### src/rtl/hazard_pkg.sv
// hazard_pkg: scoreboard entry type, forward-select codes and MDU latencies for hazard_scoreboard
package hazard_pkg;
  localparam int SB_AW = 5;
  localparam int SB_TW = 4;
  typedef struct packed {
    logic [SB_AW-1:0] wa;
    logic             we;
    logic [SB_TW-1:0] tnew;
  } sb_entry_t;
  localparam logic [1:0] FWD_GRF = 2'd0;
  localparam logic [1:0] FWD_W   = 2'd1;
  localparam logic [1:0] FWD_M   = 2'd2;
  localparam logic [1:0] FWD_E   = 2'd3;
  localparam logic [SB_TW-1:0] TUSE_NONE   = 4'd5;
  localparam logic [SB_TW-1:0] MULT_CYCLES = 4'd5;
  localparam logic [SB_TW-1:0] DIV_CYCLES  = 4'd10;
  function automatic logic [SB_TW-1:0] sat_dec(input logic [SB_TW-1:0] x);
    return x == '0 ? '0 : x - 1'b1;
  endfunction
endpackage

### src/rtl/hazard_md_counter.sv
// hazard_md_counter: MDU busy countdown, loaded on an accepted mult/div start
module hazard_md_counter
  import hazard_pkg::*;
(
  input  logic             clk,
  input  logic             rst_n,
  input  logic             i_load,
  input  logic             i_div,
  output logic [SB_TW-1:0] o_cnt
);
  logic [SB_TW-1:0] r_cnt;
  always_ff @(posedge clk or negedge rst_n)
    if (!rst_n) r_cnt <= '0;
    else        r_cnt <= i_load ? (i_div ? DIV_CYCLES : MULT_CYCLES) : sat_dec(r_cnt);
  assign o_cnt = r_cnt;
endmodule

### src/rtl/hazard_scoreboard.sv
// hazard_scoreboard: E/M/W Tnew scoreboard producing D-stage stall and forward selects.
// Define HAZARD_MDU_EN to add MDU busy tracking (D_Md_Start/D_Md_Div/D_Md_Use).
module hazard_scoreboard
  import hazard_pkg::*;
#(
  parameter int REG_AW = SB_AW,
  parameter int T_W    = SB_TW
) (
  input  logic              clk,
  input  logic              rst_n,
  input  logic [REG_AW-1:0] D_A1,
  input  logic [REG_AW-1:0] D_A2,
  input  logic              D_A1use,
  input  logic              D_A2use,
  input  logic [T_W-1:0]    D_rs_Tuse,
  input  logic [T_W-1:0]    D_rt_Tuse,
  input  logic [REG_AW-1:0] D_WA,
  input  logic              D_Reg_Write,
  input  logic [T_W-1:0]    D_Tnew,
`ifdef HAZARD_MDU_EN
  input  logic              D_Md_Start,
  input  logic              D_Md_Div,
  input  logic              D_Md_Use,
`endif
  output logic              Stall,
  output logic [1:0]        D_rs_Fwd,
  output logic [1:0]        D_rt_Fwd,
  output logic [T_W-1:0]    E_Tnew_o,
  output logic [T_W-1:0]    M_Tnew_o
);
  sb_entry_t r_e, r_m, r_w;
  logic w_stall_rs, w_stall_rt, w_md_stall;

  function automatic logic hit(input sb_entry_t s, input logic [REG_AW-1:0] a);
    return s.we && s.wa != '0 && s.wa == a;
  endfunction

  // Only the youngest live match decides; a ready E entry shadows a busy M entry.
  function automatic logic stall_op(input logic u, input logic [REG_AW-1:0] a,
                                    input logic [T_W-1:0] tuse, input sb_entry_t e, input sb_entry_t m);
    return u && a != '0 && (hit(e, a) ? tuse < e.tnew : hit(m, a) && tuse < m.tnew);
  endfunction

  function automatic logic [1:0] fwd_sel(input logic [REG_AW-1:0] a, input sb_entry_t e,
                                         input sb_entry_t m, input sb_entry_t w);
    return a == '0                       ? FWD_GRF :
           (hit(e, a) && e.tnew == '0)   ? FWD_E   :
           (hit(m, a) && m.tnew == '0)   ? FWD_M   :
           (hit(w, a) && w.tnew == '0)   ? FWD_W   : FWD_GRF;
  endfunction

`ifdef HAZARD_MDU_EN
  logic [SB_TW-1:0] w_md_cnt;
  hazard_md_counter u_md (
    .clk    (clk),
    .rst_n  (rst_n),
    .i_load (D_Md_Start && !Stall),
    .i_div  (D_Md_Div),
    .o_cnt  (w_md_cnt)
  );
  assign w_md_stall = D_Md_Use && w_md_cnt != '0;
`else
  assign w_md_stall = 1'b0;
`endif

  assign w_stall_rs = stall_op(D_A1use, D_A1, D_rs_Tuse, r_e, r_m);
  assign w_stall_rt = stall_op(D_A2use, D_A2, D_rt_Tuse, r_e, r_m);
  assign Stall      = w_stall_rs || w_stall_rt || w_md_stall;
  assign D_rs_Fwd   = fwd_sel(D_A1, r_e, r_m, r_w);
  assign D_rt_Fwd   = fwd_sel(D_A2, r_e, r_m, r_w);
  assign E_Tnew_o   = r_e.tnew;
  assign M_Tnew_o   = r_m.tnew;

  always_ff @(posedge clk or negedge rst_n)
    if (!rst_n) begin
      r_e <= '0;
      r_m <= '0;
      r_w <= '0;
    end else begin
      r_e <= Stall ? '0 : sb_entry_t'{D_WA, D_Reg_Write, sat_dec(D_Tnew)};
      r_m <= sb_entry_t'{r_e.wa, r_e.we, sat_dec(r_e.tnew)};
      r_w <= sb_entry_t'{r_m.wa, r_m.we, sat_dec(r_m.tnew)};
    end
endmodule
### config.mk
export PLATFORM = sky130hd
export DESIGN_NAME = hazard_scoreboard
export DESIGN_NICKNAME = d
export VERILOG_FILES = /design/src/rtl/hazard_pkg.sv /design/src/rtl/hazard_md_counter.sv /design/src/rtl/hazard_scoreboard.sv
export SDC_FILE = /design/constraint.sdc
export NUM_CORES = 1
export LEC_CHECK = 0
export ABC_AREA = 1
export ABC_CLOCK_PERIOD_IN_PS = 2300
export CORE_MARGIN = 2
export CORE_UTILIZATION = 30
export CTS_CLUSTER_SIZE = 8
export DETAILED_ROUTE_END_ITERATION = 8
export PLACE_DENSITY = 0.55
export SLEW_MARGIN = 20
export SYNTH_ARGS = -nofsm -noshare
export SYNTH_HDL_FRONTEND = slang
export SYNTH_SLANG_ARGS = --single-unit
### constraint.sdc
create_clock -name clk -period 2.3 [get_ports clk]
set_input_delay 0.46 -clock clk [delete_from_list [all_inputs] [get_ports clk]]
set_output_delay 0.46 -clock clk [all_outputs]
set_load 0.02 [all_outputs]
* Word level (Yosys, flattened, before mapping)
Cells that the tools add are included.
** Storage, ports and cells
- Register bits :: 30
- Latch bits :: 0
- RAM bits :: 0
- Bits in read-only memories :: 0
- Input port bits :: 32
- Output and inout bits :: 13
- Word-level logic and storage cells :: 69
- Memories :: 0
** Cells by class
- $add $sub $neg :: 3
- Multiply operators :: 0
- Divide/modulo/power cells :: 0
- Magnitude comparators :: 4
- Eq/ne operators :: 6
- Shift-type cells :: 0
- Mux-type cells :: 14
- Bitwise operators :: 0
- Reductions and logical operators :: 33
** Operators with widths (number)
- $eq 5x5->1 :: 6
- $reduce_bool 5->1 :: 5
- $logic_and 1x1->1 :: 21
- $logic_not 4->1 :: 4
- $lt 4x4->1 :: 4
- $mux 2 :: 6
- $mux 4 :: 3
- $sub 4x1->4 const B :: 3
- $logic_not 5->1 :: 2
- $mux 10 :: 1
- $mux 1 :: 4
- $logic_or 1x1->1 :: 1

* Logic depth before layout (Yosys ltp)
Gate-level depths: netlist of run 1.
- Depth in word-level cells :: 8
- Mapped depth :: 13
- Depth with buffers taken out :: 12

* Least setup slack after synthesis of run 1
OpenSTA, ideal clock, no wires.
- Path type :: input port to output port
- From :: input port D_rs_Tuse[3]
- To :: output port Stall
- Data arrival time :: 1.435 ns
- Required time :: 1.840 ns
- Setup slack :: 0.405 ns
- Cell stages on the path :: 8
- Buffers on the path :: 1
- Cells stage by stage :: ha_1 > a21o_1 > a21oi_1 > nand3_1 > nand2_1 > nand2_2 > nand2_2 > buf_6
** Between the ends
- Cells in the longest elaborated chain, start to end :: 5
- Elaborated cells on any way between the ends :: 6
- Classes of those cells :: order compare (2); mux (1); reduce/logical (3)
** RTL lines
- start: declaration :: line hazard_scoreboard.sv:15 : input logic [T_W-1:0] D_rs_Tuse,
- $lt 4x4->1 :: line hazard_scoreboard.sv:41 : return u && a != '0 && (hit(e, a) ? tuse < e.tnew : hit(m, a) && tuse < m.tnew);
- $logic_and 1x1->1 :: line hazard_scoreboard.sv:41
- $mux 1 (*) :: line hazard_scoreboard.sv:41
- $logic_and 1x1->1 (*) :: line hazard_scoreboard.sv:41
- $logic_or 1x1->1 (*) :: line hazard_scoreboard.sv:68 : assign Stall = w_stall_rs || w_stall_rt || w_md_stall;
- end: declaration :: line hazard_scoreboard.sv:25 : output logic Stall,
Every way passes the cells marked *; elsewhere a longest branch is shown, timed or not.

* Final worst setup path of run 1
- From :: input port D_A2[0]
- To :: output port Stall
** Between the ends
- Cells in the longest elaborated chain, start to end :: 6
- Elaborated cells on any way between the ends :: 10
- Classes of those cells :: eq/ne (2); mux (1); reduce/logical (7)
** RTL lines
- start: declaration :: line hazard_scoreboard.sv:12 : input logic [REG_AW-1:0] D_A2,
- $eq 5x5->1 :: line hazard_scoreboard.sv:35 : return s.we && s.wa != '0 && s.wa == a;
- $logic_and 1x1->1 :: line hazard_scoreboard.sv:35
- $logic_and 1x1->1 :: line hazard_scoreboard.sv:41
- $mux 1 :: line hazard_scoreboard.sv:41
- $logic_and 1x1->1 (*) :: line hazard_scoreboard.sv:41
- $logic_or 1x1->1 (*) :: line hazard_scoreboard.sv:68
Marks and branches as above.

==> impl_summary.log, run 1 <==
INFO  metric synth_top_flop_cell = sky130_fd_sc_hd__dfrtp_1
INFO  metric initial_core_util = 30.54%
INFO  metric multi_input_comb_area = ~0.0011 mm2
INFO  metric synthesis.instances = approximately 280
INFO  metric clk_pin_slew = 0.06 ns
INFO  metric timing.final.setup_violations = 0
INFO  metric postSynthAreaPerCell = 7.462 um2
INFO  metric register_area = between 700 and 800 um2
INFO  metric timing.critical_path.required = about 1.8 ns
INFO  metric largest_net_degree_at_the_start_of_global_routing = 31
INFO  metric peakVddDrop = 0.1893 mV
INFO  metric outcome = finished clean
INFO  metric seq_area_frac_synth = 36.59%
INFO  metric synth_async_sr_flop_share = 100.0%
INFO  metric pre_cts_ws = -0.6595 ns
INFO  metric drtIter0Drc = 90
INFO  metric power_leakage = between 1.5 and 2 nW
INFO  metric global_route.usage.met2 = between 20% and 30%
INFO  metric fraction_of_final_layout_cells_sized_beyond_drive_strength_1 = between 20% and 30%
INFO  metric core.rowCount = 30
INFO  metric rsz0062_at_grt = true
INFO  metric drc_errors = 0
INFO  metric signal_arrival_time_at_the_worst_endpoint = around 1.7 ns
INFO  metric setup_ws = ~0.098 ns
INFO  metric io_pins = 45
INFO  metric groute.layer.met1.usage = 16.96%
INFO  metric antenna_cells_inserted = 0
INFO  metric core_region_area = 0.006719 mm2
INFO  metric final_cell_mix = sky130_fd_sc_hd__nand2_1, sky130_fd_sc_hd__buf_4, sky130_fd_sc_hd__inv_1
INFO  metric clock_sink_count = 30
INFO  metric synth_cell_type_count = 25
INFO  metric crit_fanout = 4
INFO  metric tritoncts = built
INFO  metric post_drt_wl_per_cell = around 11 um
INFO  metric min_period = around 2.2 ns
INFO  metric cts_htree_levels = 2
INFO  metric num_vias = between 1,500 and 2,000
INFO  metric port_bufs = 44
INFO  metric top_usage_layer = met2
INFO  metric cts_inserted_buffers = 5
INFO  metric mostFrequentLayoutCell = sky130_fd_sc_hd__nand2_1
INFO  metric period_share = 95.73%
INFO  metric route.antenna.remaining_nets = 0
INFO  metric detailed_placer_s_ending_hpwl = between 3000 and 4000 um
INFO  metric min_path_type = reg -> reg
INFO  metric cts_hold_buffers = 0
INFO  metric drt_first_pass_iters = 4
INFO  metric drt_wl_total = ~4700 um
INFO  metric synth_edf_count = 0
INFO  metric startpoint_type = input pin
INFO  metric pwr_density_cell = between 500 and 600 mW/mm2
INFO  metric full_die_area = 0.007518 mm2
INFO  metric ys_ff_latch = 30
INFO  metric worstSkewPairLatency = between 0.2 and 0.3 ns
INFO  metric synth.cell_area = roughly 0.0021 mm2
INFO  metric synth_nets = ~320
INFO  metric use_met3 = roughly 3.5%
INFO  metric timing.max_slew.rel_slack = slightly above 70%
INFO  metric grt_use_total = ~14%
INFO  metric max_clock_freq = about 0.45 GHz
INFO  metric cts.root.buffer_cell = sky130_fd_sc_hd__clkbuf_8
INFO  metric area_growth_syn_to_layout = 41.10%
INFO  metric antenna_violations_before_repair = 0
INFO  metric count_of_endpoints_failing_hold_in_the_final_timing_report = 0
INFO  metric worstMarginPinSlew = just over 0.4 ns
INFO  metric nets = roughly 400
INFO  metric slew_viol_final = 0
INFO  metric critical_path_capture_point_type = output port
INFO  metric grt_first_pass_wirelength = roughly 8000 um
INFO  metric gp_routability_congestion = between 0.8 and 0.9
INFO  metric skew = ~0.0073 ns
INFO  metric timing.max_cap.violations = 0
INFO  metric nFillCells = ~690
INFO  metric gr-total-overflow = 0
INFO  metric grt_pass1_vias = around 1,800
INFO  metric clock_tree.buffer_depth = 2
INFO  metric die-width = just under 90 um
INFO  metric p_total = roughly 1.6 mW
INFO  metric viasPerCell = around 4.3
INFO  metric worstSetupPathType = in -> out
INFO  metric die_height = ~87 um
INFO  metric synth-warning-count = 0
report_power, final:
group	switching, mW	internal, mW	total (mW)
Combinational	0.227	0.223	0.450
Sequential	0.0347	0.576	0.610
Clock	0.193	0.302	0.495
Total	0.455	1.10	1.55
logic make-up after synthesis:
kind of cell	after synthesis	share of synthesized area, %
DFF	30	36.59
adders and majority gates	14	8.537
AOI/OAI and AO/OA	17	4.573
xor gates and xnor gates	19	8.110
buffers and inverters	57	12.26
and+or+nand+nor	138	29.94
sequential cells by signal (all words and copies together) (netlist names):
name and count:
r_e 6, r_m 6, r_w 10, M_Tnew_o 4
E_Tnew_o 4
stage by stage:
step	hold slack, ns	area (um2)	setup TNS [ns]	util, %	cells
after detailed placement	0.3895	2776	-2.717	41.32	424
after floorplan	0.1644	2052	0	-	275
after global routing	0.4183	2895	-0.02818	43.09	434
final	0.3969	2895	0	43.09	434
after CTS	0.4034	2900	0	43.17	433
after global placement	0.3802	2776	-2.708	41.32	424
area by class of cell:
cell class	count	area share, %
clock buffers	8	3.803
inverters	48	6.223
multi-input cells	188	37.29
flip-flops and latches	30	25.93
well taps	80	3.457
repair buffers	80	23.29
synth_stat cells (4+ instances only):
cell	instances	area [um2]
sky130_fd_sc_hd__nand2_1	69	259.0
sky130_fd_sc_hd__inv_1	41	153.9
sky130_fd_sc_hd__dfrtp_1	30	750.7
sky130_fd_sc_hd__nor2_1	28	105.1
sky130_fd_sc_hd__xor2_1	16	140.1
sky130_fd_sc_hd__ha_1	14	175.2
sky130_fd_sc_hd__nand3_1	13	65.06
sky130_fd_sc_hd__nor2_2	12	75.07
sky130_fd_sc_hd__buf_4	8	60.06
sky130_fd_sc_hd__a21oi_1	7	35.03
sky130_fd_sc_hd__inv_2	7	26.28
sky130_fd_sc_hd__nand2_2	5	31.28
sky130_fd_sc_hd__o21ai_0	5	25.02
sky130_fd_sc_hd__nand4_1	4	25.02
worst max-delay path, cell delays in order:
cell and delay [ns]:
sky130_fd_sc_hd__dlygate4sd2_1 0.28, sky130_fd_sc_hd__inv_1 0.10, sky130_fd_sc_hd__nand2_1 0.07, sky130_fd_sc_hd__nand2_1 0.07, sky130_fd_sc_hd__nand3_1 0.10, sky130_fd_sc_hd__nor2_2 0.14, sky130_fd_sc_hd__buf_4 0.13, sky130_fd_sc_hd__nand3_1 0.07
sky130_fd_sc_hd__nand2_1 0.08, sky130_fd_sc_hd__nand2_2 0.06, sky130_fd_sc_hd__nand2_4 0.07, sky130_fd_sc_hd__buf_6 0.11
layer usage:
layer | wire, um | up-vias | part of all wire, %
li1 | - | 989 | -
met1 | 2149 | 839 | 46
met2 | 2220 | 42 | 47
met3 | 275 | 6 | 5.8
met4 | 70 | 0 | 1.5
met5 | 0 | - | 0
final timing paths:
path,start,slack [ns],to,cells past startpoint
setup / recovery,D_A2[0],0.1,Stall,12
hold / removal,r_e[4]$_DFF_PN0_,0.40,r_m[4]$_DFF_PN0_,0
setup reg to reg,M_Tnew_o[3]$_DFF_PN0_,0.61,r_e[9]$_DFF_PN0_,10
hold reg to reg,r_e[4]$_DFF_PN0_,0.40,r_m[4]$_DFF_PN0_,0
max in group asynchronous,rst_n,1.45,r_m[6]$_DFF_PN0_,2
min in group asynchronous,rst_n,0.56,r_m[5]$_DFF_PN0_,2
what timing repair did:
action                     in CTS  in global routing
buffers inserted                1                  1
resized for setup              40                 15
pin swaps                       8                  2
hold endpoints to repair        0                  0
setup endpoints to repair       5                  5
(Power assumes the default switching activity.)
==> inputs of run 2 (changes only) <==
--- a/config.mk
+++ b/config.mk
@@ -9,8 +9,9 @@
 export ABC_CLOCK_PERIOD_IN_PS = 2300
 export CORE_MARGIN = 2
 export CORE_UTILIZATION = 30
-export CTS_CLUSTER_SIZE = 8
+export CTS_CLUSTER_SIZE = 10
 export DETAILED_ROUTE_END_ITERATION = 8
+export MAX_ROUTING_LAYER = met4
 export PLACE_DENSITY = 0.55
 export SLEW_MARGIN = 20
 export SYNTH_ARGS = -nofsm -noshare
==> run 2 against run 1 <==
  * Count of clock-buffer cells in the layout unchanged
  * Sequential power about the same
  * Critical path depth unchanged
  * Via count up 0.53%
  * Clock skew down 0.00089 ns
  * Register-to-register slack about the same
  * Die area unchanged
  * Cell count unchanged
  * Combinational power about the same
  * Critical path type unchanged
  * Flip-flop and latch count unchanged
  * Critical endpoint unchanged
  * Sequential share of layout area unchanged
==> impl_summary.log, run 2 (synthesis results as in run 1) <==
INFO  metric period_share = 95.54%
INFO  metric core_region_area = ~0.0067 mm2
INFO  metric top_register = r_w
INFO  metric mostFrequentLayoutCell = sky130_fd_sc_hd__nand2_1
INFO  metric placed_area = around 0.0028 mm2
INFO  metric worstSetupPathType = in -> out
INFO  metric clk_pin_slew = 0.06 ns
INFO  metric viasPerCell = approximately 4.3
INFO  metric max_clock_freq = 0.4551 GHz
INFO  metric grt_use_total = between 10% and 20%
INFO  metric critical_path_capture_point_type = output port
INFO  metric finalCoreUtilization = a little over two fifths
INFO  metric hold-worst-slack = 0.3982 ns
INFO  metric antenna_violations_before_repair = 0
INFO  metric timing.max_slew.rel_slack = 72.65%
INFO  metric num_vias = approximately 1,900
INFO  metric timing.max_cap.violations = 0
INFO  metric clock_sink_count = 30
INFO  metric largest_net_degree_at_the_start_of_global_routing = 31
INFO  metric worstRegToRegCells = 10
INFO  metric final_cell_mix = sky130_fd_sc_hd__nand2_1, sky130_fd_sc_hd__buf_4, sky130_fd_sc_hd__inv_1
INFO  metric route.antenna.remaining_nets = 0
INFO  metric die_height = approximately 87 um
INFO  metric wl_met2 = around 2200 um
INFO  metric port_bufs = 44
INFO  metric drt_first_pass_iters = 4
INFO  metric pwr_density_cell = approximately 540 mW/mm2
INFO  metric p_total = 1.552 mW
INFO  metric top_regs = r_w (10), r_e (6), r_m (6)
INFO  metric nets = approximately 400
INFO  metric tritoncts = built
INFO  metric met3_length = 208 um
INFO  metric antenna_cells_inserted = 0
INFO  metric crit_fanout = 4
INFO  metric slew_viol_final = 0
INFO  metric startpoint_type = input pin
INFO  metric peakVddDrop = roughly 0.19 mV
INFO  metric die-width = between 80 and 90 um
INFO  metric gr-total-overflow = 0
INFO  metric timing.critical_path.required = 1.84 ns
INFO  metric rsz0062_at_grt = true
INFO  metric power_leakage = ~1.6 nW
INFO  metric fin_tns_setup = 0 ns
INFO  metric drtIter0Drc = between 80 and 90
INFO  metric full_die_area = 0.007518 mm2
INFO  metric io_pins = 45
INFO  metric skew = ~0.0064 ns
INFO  metric drt_wl_total = between 4000 and 5000 um
INFO  metric core.rowCount = 30
INFO  metric post_drt_wl_per_cell = approximately 11 um
INFO  metric cts_hold_buffers = 0
INFO  metric initial_core_util = 30.54%
INFO  metric final_design_area_no_fill = between 0.002 and 0.003 mm2
INFO  metric count_of_endpoints_failing_hold_in_the_final_timing_report = 0
INFO  metric worstMarginPinSlew = between 0.4 and 0.5 ns
INFO  metric maxUsedRoutingLayer = met4
INFO  metric detailed_placer_s_ending_hpwl = 3892 um
INFO  metric drt-met1-wl = 2203 um
INFO  metric signal_arrival_time_at_the_worst_endpoint = 1.74 ns
INFO  metric largest_register_ffs = 10
INFO  metric fraction_of_final_layout_cells_sized_beyond_drive_strength_1 = between 20% and 30%
INFO  metric clock_tree.buffer_depth = 2
INFO  metric cts.root.buffer_cell = sky130_fd_sc_hd__clkbuf_8
INFO  metric nFillCells = around 690
INFO  metric min_path_type = reg -> reg
INFO  metric gp_routability_congestion = roughly 0.85
INFO  metric worstSkewPairLatency = between 0.2 and 0.3 ns
INFO  metric outcome = finished clean
INFO  metric grt_first_pass_wirelength = 7790 um
INFO  metric cts_htree_levels = 2
INFO  metric timing.final.setup_violations = 0
INFO  metric min_period = about 2.2 ns
INFO  metric area_growth_syn_to_layout = 41.10%
INFO  metric cts_inserted_buffers = 5
INFO  metric grt_pass1_vias = approximately 1,800
INFO  metric drc_errors = 0
INFO  metric hold_path_depth = 0
-- run 2: worst max-delay path, cell delays in order --
cell                            delay [ns]
sky130_fd_sc_hd__dlygate4sd2_1        0.28
sky130_fd_sc_hd__inv_1                0.10
sky130_fd_sc_hd__nand2_1              0.06
sky130_fd_sc_hd__nand2_1              0.07
sky130_fd_sc_hd__nand3_1              0.10
sky130_fd_sc_hd__nor2_2               0.14
sky130_fd_sc_hd__buf_4                0.13
sky130_fd_sc_hd__nand3_1              0.07
sky130_fd_sc_hd__nand2_1              0.08
sky130_fd_sc_hd__nand2_2              0.06
sky130_fd_sc_hd__nand2_4              0.07
sky130_fd_sc_hd__buf_6                0.11
-- run 2: worst paths after layout --
check / from / to / slack (ns)
worst max register to register: M_Tnew_o[3]$_DFF_PN0_ / r_e[9]$_DFF_PN0_ / 0.61
worst max-delay path: D_A2[0] / Stall / 0.10
min in group asynchronous: rst_n / r_w[5]$_DFF_PN0_ / 0.56
max in group asynchronous: rst_n / M_Tnew_o[0]$_DFF_PN0_ / 1.46
worst min register to register: r_e[4]$_DFF_PN0_ / r_m[4]$_DFF_PN0_ / 0.40
worst min-delay path: r_e[4]$_DFF_PN0_ / r_m[4]$_DFF_PN0_ / 0.40
-- run 2: timing repair --
action                                  in CTS  in global routing
resized for setup                           40                 15
gates cloned                                 0                  0
buffers inserted                             1                  1
pin swaps                                    8                  2
endpoints found under the setup margin       5                  5
-- run 2: through the flow --
| stage | instances | setup slack [ns] |
|---|---|---|
| 2_1_floorplan | 275 | 0.4050 |
| 3_3_place_gp | 424 | -0.6134 |
| 3_5_place_dp | 424 | -0.6595 |
| 4_1_cts | 433 | 0.01811 |
| 5_1_grt | 434 | -0.02691 |
| 6_report | 434 | 0.1026 |
-- run 2: cell type report --
class,count,area [um2],share of cell area [%]
Timing Repair Buffer,80,674.4,23.29
Tap cell,80,100.1,3.457
Inverter,48,180.2,6.223
Multi-Input combinational cell,188,1080,37.29
Sequential cell,30,750.7,25.93
Clock buffer,8,110.1,3.803
-- run 2: layer usage --
layer	vias to the layer above	track usage, %
met4	0	4.545
li1	989	-
met3	6	3.524
met5	-	-
met2	37	22.59
met1	854	16.90
-- run 2: report_power, final --
group	switching, mW	internal (mW)	leakage [nW]
logic	0.227	0.223	1.16
clock network	0.191	0.302	0.0575
registers	0.0347	0.576	0.355
total	0.452	1.10	1.57
==> inputs of run 3 (changes only) <==
--- a/config.mk
+++ b/config.mk
@@ -12,7 +12,7 @@
 export CTS_CLUSTER_SIZE = 10
 export DETAILED_ROUTE_END_ITERATION = 8
 export MAX_ROUTING_LAYER = met4
-export PLACE_DENSITY = 0.55
+export PLACE_DENSITY = 0.51
 export SLEW_MARGIN = 20
 export SYNTH_ARGS = -nofsm -noshare
 export SYNTH_HDL_FRONTEND = slang
==> run 3 against run 2 <==
  * Total power fell by 5.5%
  * Utilization fell by 0.15 points
  * Wire length fell by 1.7%
  * Die area did not move
  * Critical path type unchanged
  * Fmax fell by 1.4%
  * Register-to-register slack got worse by 0.03 ns
  * Global-route usage rose by 0.19 points
==> impl_summary.log, run 3 (synthesis results as in run 1) <==
INFO  metric fraction_of_final_layout_cells_sized_beyond_drive_strength_1 = 25.86%
INFO  metric setup.worst_path.start = D_rt_Tuse[3]
INFO  metric final_cell_mix = sky130_fd_sc_hd__nand2_1, sky130_fd_sc_hd__inv_1, sky130_fd_sc_hd__buf_4
INFO  metric worstSkewPairLatency = between 0.2 and 0.3 ns
INFO  metric viasPerCell = 4.250
INFO  metric drt_first_pass_iters = 4
INFO  metric gp_routability_congestion = 0.7899
INFO  metric io_pins = 45
INFO  metric largest_register_ffs = 10
INFO  metric num_vias = about 1,800
INFO  metric drc_errors = 0
INFO  metric grt_first_pass_wirelength = 7983 um
INFO  metric clk_pin_slew = ~0.06 ns
INFO  metric pre_cts_ws = -0.6839 ns
INFO  metric core_region_area = 0.006719 mm2
INFO  metric tritoncts = built
INFO  metric grt_use_total = between 10 and 15%
INFO  metric skew = slightly below 0.008 ns
INFO  metric period_share = between 90% and 100%
INFO  metric antenna_cells_inserted = 0
INFO  metric largest_net_degree_at_the_start_of_global_routing = 31
INFO  metric slew_viol_final = 0
INFO  metric antenna_violations_before_repair = 0
INFO  metric max_clock_freq = between 0.4 and 0.5 GHz
INFO  metric crit_fanout = 2
INFO  metric hold_path.startpoint = r_e[4]$_DFF_PN0_
INFO  metric top_regs = r_w (10), r_e (6), r_m (6)
INFO  metric worstMarginPinSlew = approximately 0.42 ns
INFO  metric clock_sink_count = 30
INFO  metric top_register = r_w
INFO  metric signal_arrival_time_at_the_worst_endpoint = 1.77 ns
INFO  metric timing.max_slew.rel_slack = between 70% and 80%
INFO  metric critical_path.reg2reg.startpoint = M_Tnew_o[3]$_DFF_PN0_
INFO  metric mostFrequentLayoutCell = sky130_fd_sc_hd__nand2_1
INFO  metric detailed_placer_s_ending_hpwl = 3867 um
INFO  metric die-width = 86.71 um
INFO  metric grt_pass1_vias = about 1,700
INFO  metric cts.root.buffer_cell = sky130_fd_sc_hd__clkbuf_8
INFO  metric full_die_area = approximately 0.0075 mm2
INFO  metric critical_path_capture_point_type = output port
INFO  metric initial_core_util = a little under a third
INFO  metric power_leakage = between 1.5 and 2 nW
INFO  metric port_bufs = 44
INFO  metric timing.max_cap.violations = 0
INFO  metric min_period = 2.229 ns
INFO  metric cts_inserted_buffers = 5
INFO  metric drt_wl_total = about 4600 um
INFO  metric nFillCells = a little under 700
INFO  metric hold-worst-slack = between 0.3 and 0.4 ns
INFO  metric timing.final.setup_violations = 0
INFO  metric count_of_endpoints_failing_hold_in_the_final_timing_report = 0
INFO  metric outcome = finished clean
INFO  metric min_path_type = reg -> reg
INFO  metric drtIter0Drc = 89
INFO  metric timing.critical_path.required = ~1.8 ns
INFO  metric die_height = a little under 90 um
INFO  metric post_drt_wl_per_cell = 10.81 um
INFO  metric p_total = around 1.5 mW
INFO  metric worstSetupPathType = in -> out
INFO  metric nets = 395
INFO  metric area_growth_syn_to_layout = 40.61%
INFO  metric rsz0062_at_grt = true
INFO  metric gr-total-overflow = 0
INFO  metric peakVddDrop = 0.1779 mV
INFO  metric cts_htree_levels = 2
INFO  metric pwr_density_cell = between 500 and 600 mW/mm2
INFO  metric core.rowCount = 30
INFO  metric setup_ws = 0.07148 ns
INFO  metric startpoint_type = input pin
INFO  metric route.antenna.remaining_nets = 0
INFO  metric clock_tree.buffer_depth = 2
## run 3: cell types whose count changed in the layout (fill, tap and decap cells not counted), sizes merged
cell,delta
buf,-4
dlygate4sd2,-3
clkbuf,-3
dlymetal6s2s,+4
## run 3: layout make-up
class / count / area [um2] / share of cell area (%)
clock buffers: 6 / 82.58 / 2.862
flip-flops and latches: 30 / 750.7 / 26.02
well taps: 80 / 100.1 / 3.469
inverters: 48 / 180.2 / 6.245
multi-input cells: 188 / 1109 / 38.42
repair buffers: 76 / 663.1 / 22.98
## run 3: path summary, 6_finish.rpt
| kind | endpoint | slack [ns] | cells after the start |
|---|---|---|---|
| hold reg to reg | r_m[4]$_DFF_PN0_ | 0.39 | 0 |
| min in group asynchronous | r_m[5]$_DFF_PN0_ | 0.57 | 2 |
| setup reg to reg | r_e[9]$_DFF_PN0_ | 0.58 | 10 |
| hold / removal | r_m[4]$_DFF_PN0_ | 0.39 | 0 |
| max in group asynchronous | M_Tnew_o[2]$_DFF_PN0_ | 1.43 | 2 |
| setup / recovery | Stall | 0.07 | 9 |
## run 3: routing by layer
metal  part of all wire (%)  global-route usage [%]  up-vias  wire length (um)
met5                      0                       -        -                 0
met4                   0.54                   3.835        0                25
met3                    2.6                   3.143        4               121
met2                     48                   22.17       29              2213
met1                     49                   18.34      810              2268
li1                       -                       -      976                 -
## run 3: worst max-delay path: stages
cell and delay [ns]:
sky130_fd_sc_hd__dlygate4sd2_1 0.26, sky130_fd_sc_hd__ha_1 0.29, sky130_fd_sc_hd__a21oi_1 0.14, sky130_fd_sc_hd__a21boi_2 0.18, sky130_fd_sc_hd__nand3_1 0.09, sky130_fd_sc_hd__nand2_1 0.09
sky130_fd_sc_hd__nand2_2 0.07, sky130_fd_sc_hd__nand2_4 0.08, sky130_fd_sc_hd__buf_6 0.11
## run 3: per-stage QoR
| step | instance area, um2 | utilization (%) | cells | TNS [ns] |
|---|---|---|---|---|
| after floorplan | 2052 | - | 275 | 0 |
| after global routing | 2885 | 42.94 | 428 | -0.04011 |
| final | 2885 | 42.94 | 428 | 0 |
| after detailed placement | 2761 | 41.10 | 422 | -2.681 |
| after global placement | 2761 | 41.10 | 422 | -2.742 |
| after CTS | 2860 | 42.57 | 428 | -0.09548 |
## run 3: repair_timing
item,4_1_cts,5_1_grt
endpoints found under the setup margin,5,5
resized for setup,39,20
setup buffers,0,0
pin swaps,3,9
hold buffers,0,0
## run 3: report_power, final
part           switching, mW  total [mW]  internal, mW
combinational          0.228       0.446         0.218
clock                  0.178       0.408         0.230
sequential            0.0363       0.612         0.576
total                  0.442        1.47          1.02
